## config.mk

```make
export PLATFORM = sky130hd
export DESIGN_NAME = world_tile_writer
export DESIGN_NICKNAME = d
export VERILOG_FILES = /design/src/rtl/world_pkg.sv /design/src/rtl/tile_req_fifo.sv /design/src/rtl/world_tile_writer.sv
export SDC_FILE = /design/constraint.sdc
export NUM_CORES = 1
export LEC_CHECK = 0
export ABC_AREA = 1
export BUFFER_PORTS_ARGS = -buffer_cell sky130_fd_sc_hd__buf_2
export CORE_ASPECT_RATIO = 0.5
export CORE_MARGIN = 4
export CORE_UTILIZATION = 35
export DETAILED_ROUTE_END_ITERATION = 16
export GPL_TIMING_DRIVEN = 0
export SYNTH_ARGS = -nofsm -noshare
export SYNTH_HDL_FRONTEND = slang
export SYNTH_SLANG_ARGS = --single-unit
```

## constraint.sdc

```tcl
create_clock -name clk_i -period 5 [get_ports clk_i]
set_clock_uncertainty 0.05 [all_clocks]
set_input_delay 0.5 -clock clk_i [delete_from_list [all_inputs] [get_ports clk_i]]
set_output_delay 0.5 -clock clk_i [all_outputs]
set_load 0.01 [all_outputs]
```

## src/rtl/world_pkg.sv

```systemverilog
// Shared constants and types for the world-map tile write path.
// Tile convention: even index = solid, odd index = passable.
package world_pkg;

    localparam int unsigned CELLS_PER_ROW    = 40;
    localparam int unsigned CELL_ROWS        = 30;
    localparam int unsigned CELLS_PER_SCREEN = 1200;

    localparam int unsigned COL_W  = 8;
    localparam int unsigned ROW_W  = 5;
    localparam int unsigned TILE_W = 5;
    localparam int unsigned ADDR_W = 13;

    localparam logic [TILE_W-1:0] TILE_SKY    = 5'd1;
    localparam logic [TILE_W-1:0] TILE_BRICK  = 5'd2;
    localparam logic [TILE_W-1:0] TILE_QBLOCK = 5'd4;
    localparam logic [TILE_W-1:0] TILE_USED   = 5'd6;

    typedef enum logic [1:0] {
        OP_SET   = 2'b00,
        OP_BUMP  = 2'b01,
        OP_BREAK = 2'b10,
        OP_CLEAR = 2'b11
    } tile_op_t;

    typedef enum logic [1:0] {
        DONE_UNCHANGED = 2'b00,
        DONE_WRITTEN   = 2'b01,
        DONE_COIN      = 2'b10,
        DONE_REJECT    = 2'b11
    } done_code_t;

    typedef struct packed {
        logic [COL_W-1:0]  col;
        logic [ROW_W-1:0]  row;
        tile_op_t          op;
        logic [TILE_W-1:0] tile;
    } tile_req_t;

    typedef enum logic [1:0] {
        ST_IDLE,
        ST_ADDR,
        ST_READ,
        ST_WRITE
    } wr_state_t;

endpackage

```

## src/rtl/tile_req_fifo.sv

```systemverilog
// Synchronous request FIFO; pushes are dropped while full, pops ignored while empty.
// DEPTH must be a power of two so the pointers wrap naturally.
module tile_req_fifo #(
    parameter int unsigned WIDTH = 20,
    parameter int unsigned DEPTH = 4
) (
    input  logic             clk_i,
    input  logic             reset_i,
    input  logic             push_valid_i,
    input  logic [WIDTH-1:0] push_data_i,
    input  logic             pop_i,
    output logic [WIDTH-1:0] pop_data_o,
    output logic             empty_o,
    output logic             full_o
);

    localparam int unsigned PTR_W = (DEPTH > 1) ? $clog2(DEPTH) : 1;
    localparam int unsigned CNT_W = $clog2(DEPTH + 1);

    logic [WIDTH-1:0] mem_q [DEPTH];
    logic [PTR_W-1:0] wr_ptr_q, rd_ptr_q;
    logic [CNT_W-1:0] count_q;
    logic             push, pop;

    assign full_o     = (count_q == CNT_W'(DEPTH));
    assign empty_o    = (count_q == '0);
    assign push       = push_valid_i && !full_o;
    assign pop        = pop_i && !empty_o;
    assign pop_data_o = mem_q[rd_ptr_q];

    always_ff @(posedge clk_i) begin
        if (push) begin
            mem_q[wr_ptr_q] <= push_data_i;
        end
    end

    always_ff @(posedge clk_i) begin
        if (reset_i) begin
            wr_ptr_q <= '0;
            rd_ptr_q <= '0;
            count_q  <= '0;
        end else begin
            if (push) wr_ptr_q <= PTR_W'(wr_ptr_q + 1'b1);
            if (pop)  rd_ptr_q <= PTR_W'(rd_ptr_q + 1'b1);
            if (push && !pop)      count_q <= CNT_W'(count_q + 1'b1);
            else if (pop && !push) count_q <= CNT_W'(count_q - 1'b1);
        end
    end

endmodule

```

## src/rtl/world_tile_writer.sv

```systemverilog
// Queues tile-modify requests and applies them to the world cell RAM by
// read-modify-write, starting a transaction only while vblank is high.
module world_tile_writer
    import world_pkg::*;
#(
    parameter int unsigned FIFO_DEPTH  = 4,
    parameter int unsigned NUM_SCREENS = 6
) (
    input  logic        clk_i,
    input  logic        reset_i,
    input  logic        vblank_i,
    input  logic        req_valid_i,
    output logic        req_ready_o,
    input  logic [7:0]  req_col_i,
    input  logic [4:0]  req_row_i,
    input  logic [1:0]  req_op_i,
    input  logic [4:0]  req_tile_i,
    output logic [12:0] ram_addr_o,
    output logic [4:0]  ram_wdata_o,
    output logic        ram_we_o,
    input  logic [4:0]  ram_rdata_i,
    output logic        done_valid_o,
    output logic [1:0]  done_code_o,
    output logic [4:0]  done_old_tile_o,
    output logic        busy_o
);

    localparam int unsigned REQ_W = $bits(tile_req_t);

    wr_state_t         state_q, state_d;
    tile_req_t         req_q, req_d, head;
    logic              ok_q, ok_d;
    logic [ADDR_W-1:0] ram_addr_q, ram_addr_d;
    logic [TILE_W-1:0] ram_wdata_q, ram_wdata_d;
    logic              ram_we_q, ram_we_d;
    logic              done_valid_q, done_valid_d;
    logic [1:0]        done_code_q, done_code_d;
    logic [TILE_W-1:0] done_old_q, done_old_d;

    logic [REQ_W-1:0]  head_raw;
    logic              fifo_empty, fifo_full, pop_c;
    logic [COL_W-1:0]  screen_c, col_mod_c;
    logic [ADDR_W-1:0] head_addr_c;
    logic              head_ok_c;
    logic [TILE_W-1:0] new_tile_c;
    logic              coin_c;

    tile_req_fifo #(
        .WIDTH (REQ_W),
        .DEPTH (FIFO_DEPTH)
    ) u_fifo (
        .clk_i        (clk_i),
        .reset_i      (reset_i),
        .push_valid_i (req_valid_i),
        .push_data_i  ({req_col_i, req_row_i, req_op_i, req_tile_i}),
        .pop_i        (pop_c),
        .pop_data_o   (head_raw),
        .empty_o      (fifo_empty),
        .full_o       (fifo_full)
    );

    assign head = head_raw;

    // Screen index by comparator chain against multiples of 40 (no divider).
    always_comb begin
        screen_c = '0;
        for (int s = 1; s < int'(NUM_SCREENS); s++) begin
            if (head.col >= COL_W'(CELLS_PER_ROW * s)) screen_c = COL_W'(s);
        end
        col_mod_c   = head.col - screen_c * COL_W'(CELLS_PER_ROW);
        head_addr_c = ADDR_W'(col_mod_c)
                    + ADDR_W'(head.row) * ADDR_W'(CELLS_PER_ROW)
                    + ADDR_W'(screen_c) * ADDR_W'(CELLS_PER_SCREEN);
        head_ok_c   = (32'(head.col) < CELLS_PER_ROW * NUM_SCREENS)
                   && (32'(head.row) < CELL_ROWS);
    end

    // Replacement tile for the popped op, given the tile just read.
    always_comb begin
        new_tile_c = ram_rdata_i;
        coin_c     = 1'b0;
        case (req_q.op)
            OP_SET:   new_tile_c = req_q.tile;
            OP_CLEAR: new_tile_c = TILE_SKY;
            OP_BREAK: if (ram_rdata_i == TILE_BRICK) new_tile_c = TILE_SKY;
            OP_BUMP: begin
                if (ram_rdata_i == TILE_QBLOCK) begin
                    new_tile_c = TILE_USED;
                    coin_c     = 1'b1;
                end
            end
            default: ;
        endcase
    end

    always_comb begin
        state_d      = state_q;
        req_d        = req_q;
        ok_d         = ok_q;
        ram_addr_d   = ram_addr_q;
        ram_wdata_d  = ram_wdata_q;
        ram_we_d     = 1'b0;
        done_valid_d = 1'b0;
        done_code_d  = done_code_q;
        done_old_d   = done_old_q;
        pop_c        = 1'b0;
        case (state_q)
            ST_IDLE: begin
                if (!fifo_empty && vblank_i) begin
                    pop_c   = 1'b1;
                    req_d   = head;
                    ok_d    = head_ok_c;
                    state_d = ST_ADDR;
                    if (head_ok_c) ram_addr_d = head_addr_c;
                end
            end
            ST_ADDR: begin
                if (!ok_q) begin
                    done_valid_d = 1'b1;
                    done_code_d  = DONE_REJECT;
                    done_old_d   = '0;
                    state_d      = ST_IDLE;
                end else begin
                    state_d = ST_READ;
                end
            end
            ST_READ: begin
                ram_we_d     = (new_tile_c != ram_rdata_i);
                ram_wdata_d  = new_tile_c;
                done_valid_d = 1'b1;
                done_old_d   = ram_rdata_i;
                if (coin_c)                         done_code_d = DONE_COIN;
                else if (new_tile_c != ram_rdata_i) done_code_d = DONE_WRITTEN;
                else                                done_code_d = DONE_UNCHANGED;
                state_d = ST_WRITE;
            end
            ST_WRITE: state_d = ST_IDLE;
            default:  state_d = ST_IDLE;
        endcase
    end

    always_ff @(posedge clk_i) begin
        if (reset_i) begin
            state_q      <= ST_IDLE;
            req_q        <= '0;
            ok_q         <= 1'b0;
            ram_addr_q   <= '0;
            ram_wdata_q  <= '0;
            ram_we_q     <= 1'b0;
            done_valid_q <= 1'b0;
            done_code_q  <= '0;
            done_old_q   <= '0;
        end else begin
            state_q      <= state_d;
            req_q        <= req_d;
            ok_q         <= ok_d;
            ram_addr_q   <= ram_addr_d;
            ram_wdata_q  <= ram_wdata_d;
            ram_we_q     <= ram_we_d;
            done_valid_q <= done_valid_d;
            done_code_q  <= done_code_d;
            done_old_q   <= done_old_d;
        end
    end

    assign req_ready_o     = !fifo_full;
    assign busy_o          = (state_q != ST_IDLE) || !fifo_empty;
    assign ram_addr_o      = ram_addr_q;
    assign ram_wdata_o     = ram_wdata_q;
    assign ram_we_o        = ram_we_q;
    assign done_valid_o    = done_valid_q;
    assign done_code_o     = done_code_q;
    assign done_old_tile_o = done_old_q;

endmodule

```

==> impl_metrics.tcl <==
set metrics [dict create \
    syn_area_per_cell_sq_um 9.44 \
    finalCritPeriodShare 0.892 \
    rrSetupSlack_ns 0.54 \
    wl_um 14000 \
    synth_cell_type_count 33 \
    wl_per_cell_um 14.4 \
    synthAdderAreaFrac 0.105 \
    dp_hpwl_um 10300 \
    layout_min_cycle_time_ns 4.46 \
    grt_pass1_vias 4441 \
    synth-simple-area-share 0.166 \
    cts.sinks 126 \
    synth_top_flop_cell "edfxtp_1" \
    synth_xor_area_frac 0.0200 \
    ys_ff_latch 126 \
    setup_ws_ns 0.540 \
    crit_end "ram_addr_o[10]" \
    area_growth_pct 19.5 \
    dpl-instance-area_sq_mm 0.00677 \
    ys_top_cells_by_area "edfxtp_1, dfxtp_1, nand2_1, ha_1, inv_1" \
    clockRootBuffer "clkbuf_16" \
    dieArea_sq_mm 0.0198 \
    slew_headroom 0.534 \
    via_per_inst 4.70 \
    critPathKind "reg -> reg" \
    die_w_um 195 \
    grt_overflow 0 \
    cts-buffers-inserted 17 \
    end_kind "flip-flop" \
    drt_iter0_markers 275 \
    synth_top_family_by_area "simple AND/OR/NAND/NOR gates" \
    post_cts_buffers 0 \
    rows 33 \
    whs_ns 0.253 \
    synth_seq_area_share 0.542 \
    finalInstanceArea_sq_mm 0.00732 \
    vias 4558 \
    worst_ep_arrival_time_ns 4.71 \
    grt_antenna_before_repair 4 \
    synth_top_area_frac 0.392 \
    detailedPlace.worstSlack_ns 0.462 \
    multi_input_area_sq_mm 0.00243 \
    port_buffers 57 \
    nets 804 \
    clkLatencyLatePin_ns 0.41 \
    htree_levels 4 \
    cts_hold_buf 0 \
    cts_tree "built" \
    gp_congestion 0.816 \
    die_y_um 102 \
    ff2ff_path_depth 27 \
    synthArstFlopShare 0 \
    drv_slew 0 \
    route.detailed.drc 0 \
    seq_area_sq_mm 0.00332 \
    synth_edf_count 80 \
    synth_nets 724 \
    fill_cells 1611 \
    final_antenna_net_count 0 \
    dr.pass1.iters 4 \
    yosys.area.top_type "edfxtp_1" \
    cts_resized 0 \
    status "completed" \
    crit_path_max_fanout 10 \
    postSynthCellCount 649 \
    rsz0062_at_grt "false" \
    hold_viol 0 \
    worst-slew-pin-transition_ns 0.698 \
    fmax_mhz 224 \
    clk_pin_slew_worst_paths_ns 0.07 \
    hold_path_depth 1 \
    syn_area_sq_mm 0.00613 \
    startpoint_type "flip-flop" \
    grt_pass1_wl_um 22900 \
    setup_viol 0 \
    ys_top_cells_by_count "nand2_1, edfxtp_1, inv_1, nor2_1, o21ai_0" \
    finalSetupTns_ns 0 \
    synth.most_common_cell "nand2_1" \
    hold_class "in -> reg" \
    io_pins 58 \
    crit_required_ns 5.25 \
    drive_gt1_frac 0.160 \
    clockBufferDepth 2 \
    ys_warn_count 0 \
    synth-compound-area-share 0.104 \
    start_util 0.366 \
    cap_violations 0 \
    diodes 0 \
    core_area_sq_mm 0.0168 \
    track_usage 0.146 \
    reg2reg_to "ram_addr_o[10]" \
    grt_max_degree 17 \
    synthMuxAreaShare 0 \
]
[routing by layer]
metal | vias to the layer above | wire length, um | global-route usage | share of wire
li1 | 2327 | - | - | -
met1 | 2101 | 7110 | 0.204 | 0.51
met2 | 103 | 5820 | 0.223 | 0.42
met3 | 19 | 855 | 0.0435 | 0.061
met4 | 8 | 130 | 0.0434 | 0.0093
met5 | - | 35 | 0 | 0.0025
[cells in the final DEF (no fill, tap or decap), types with 8 or more instances in the layout]
cell type    n
buf_2       61
xor2_1       8
edfxtp_1    80
clkbuf_16   17
nand2_1    142
o22ai_1     12
nand3_1     32
ha_1        37
clkbuf_1    11
nor2_1      60
a21oi_1     42
fa_1         9
o21ai_0     52
inv_1       72
dfxtp_1     45
[how the worst min path moves through the flow]
stage                  startpoint                  end  slack (ns)
3_3_place_gp   done_old_tile_o[4]   done_old_tile_o[4]        0.40
4_1_cts              req_col_i[4]  u_fifo.mem_q[0][16]        0.25
5_1_grt               req_op_i[1]   u_fifo.mem_q[1][6]        0.25
6_report             req_col_i[4]  u_fifo.mem_q[0][16]        0.25
3_5_place_dp   done_old_tile_o[0]   done_old_tile_o[0]        0.40
2_1_floorplan                ok_q         done_valid_o        0.38
[worst max-delay path, stage by stage, from the launching register on]
cell and delay, ns:
dfxtp_1 0.35, buf_2 0.26, nand3_1 0.11, nand2_1 0.20, nand2_1 0.08, nand2_1 0.08, o21ai_0 0.08, nand2_1 0.11
nand2_1 0.06, nand2_1 0.13, ha_1 0.16, inv_1 0.06, fa_1 0.39, a21o_1 0.21, a21oi_1 0.15, xnor2_1 0.13
fa_1 0.56, inv_1 0.05, ha_1 0.34, nand3_1 0.10, nand3_1 0.12, nand2_1 0.10, nand2_1 0.05, nand2_1 0.05
nand2_1 0.06, xor2_1 0.14, nor2_1 0.11, nor2_1 0.05
[through the flow]
stage | utilization | instances
2_1_floorplan | - | 649
3_3_place_gp | 0.399 | 933
3_5_place_dp | 0.404 | 937
4_1_cts | 0.437 | 969
5_1_grt | 0.437 | 969
6_report | 0.437 | 969
[flip-flops by register name, indices dropped and copies added, names as in the netlist, named ones only]
name	cells
u_fifo.mem_q	80
ram_addr_o	13
req_q	7
done_old_tile_o	5
ram_wdata_o	5
u_fifo.count_q	3
done_code_o	2
u_fifo.rd_ptr_q	2
u_fifo.wr_ptr_q	2
done_valid_o	1
ok_q	1
ram_we_o	1
state_q	1
[layout make-up]
| class | instances | area share |
|---|---|---|
| Buffer | 20 | 0.0145 |
| Clock buffer | 18 | 0.0586 |
| Clock inverter | 14 | 0.0167 |
| Inverter | 75 | 0.0384 |
| Multi-Input combinational cell | 428 | 0.332 |
| Sequential cell | 126 | 0.454 |
| Tap cell | 227 | 0.0388 |
| Timing Repair Buffer | 61 | 0.0472 |
[cells by family (layout without fill, tap and decap cells)]
kind of cell / after synthesis / in the layout
AO/OA/AOI/OAI: 118 / 118
XOR/XNOR: 14 / 14
adder cells (fa/ha/maj): 46 / 46
buffers and inverters: 95 / 188
AND/OR/NAND/NOR: 250 / 250
flip-flops: 126 / 126
Power is left out: the tool's default activity adds up to more than one toggle a clock period on the data nets, which glitch-free logic cannot reach.
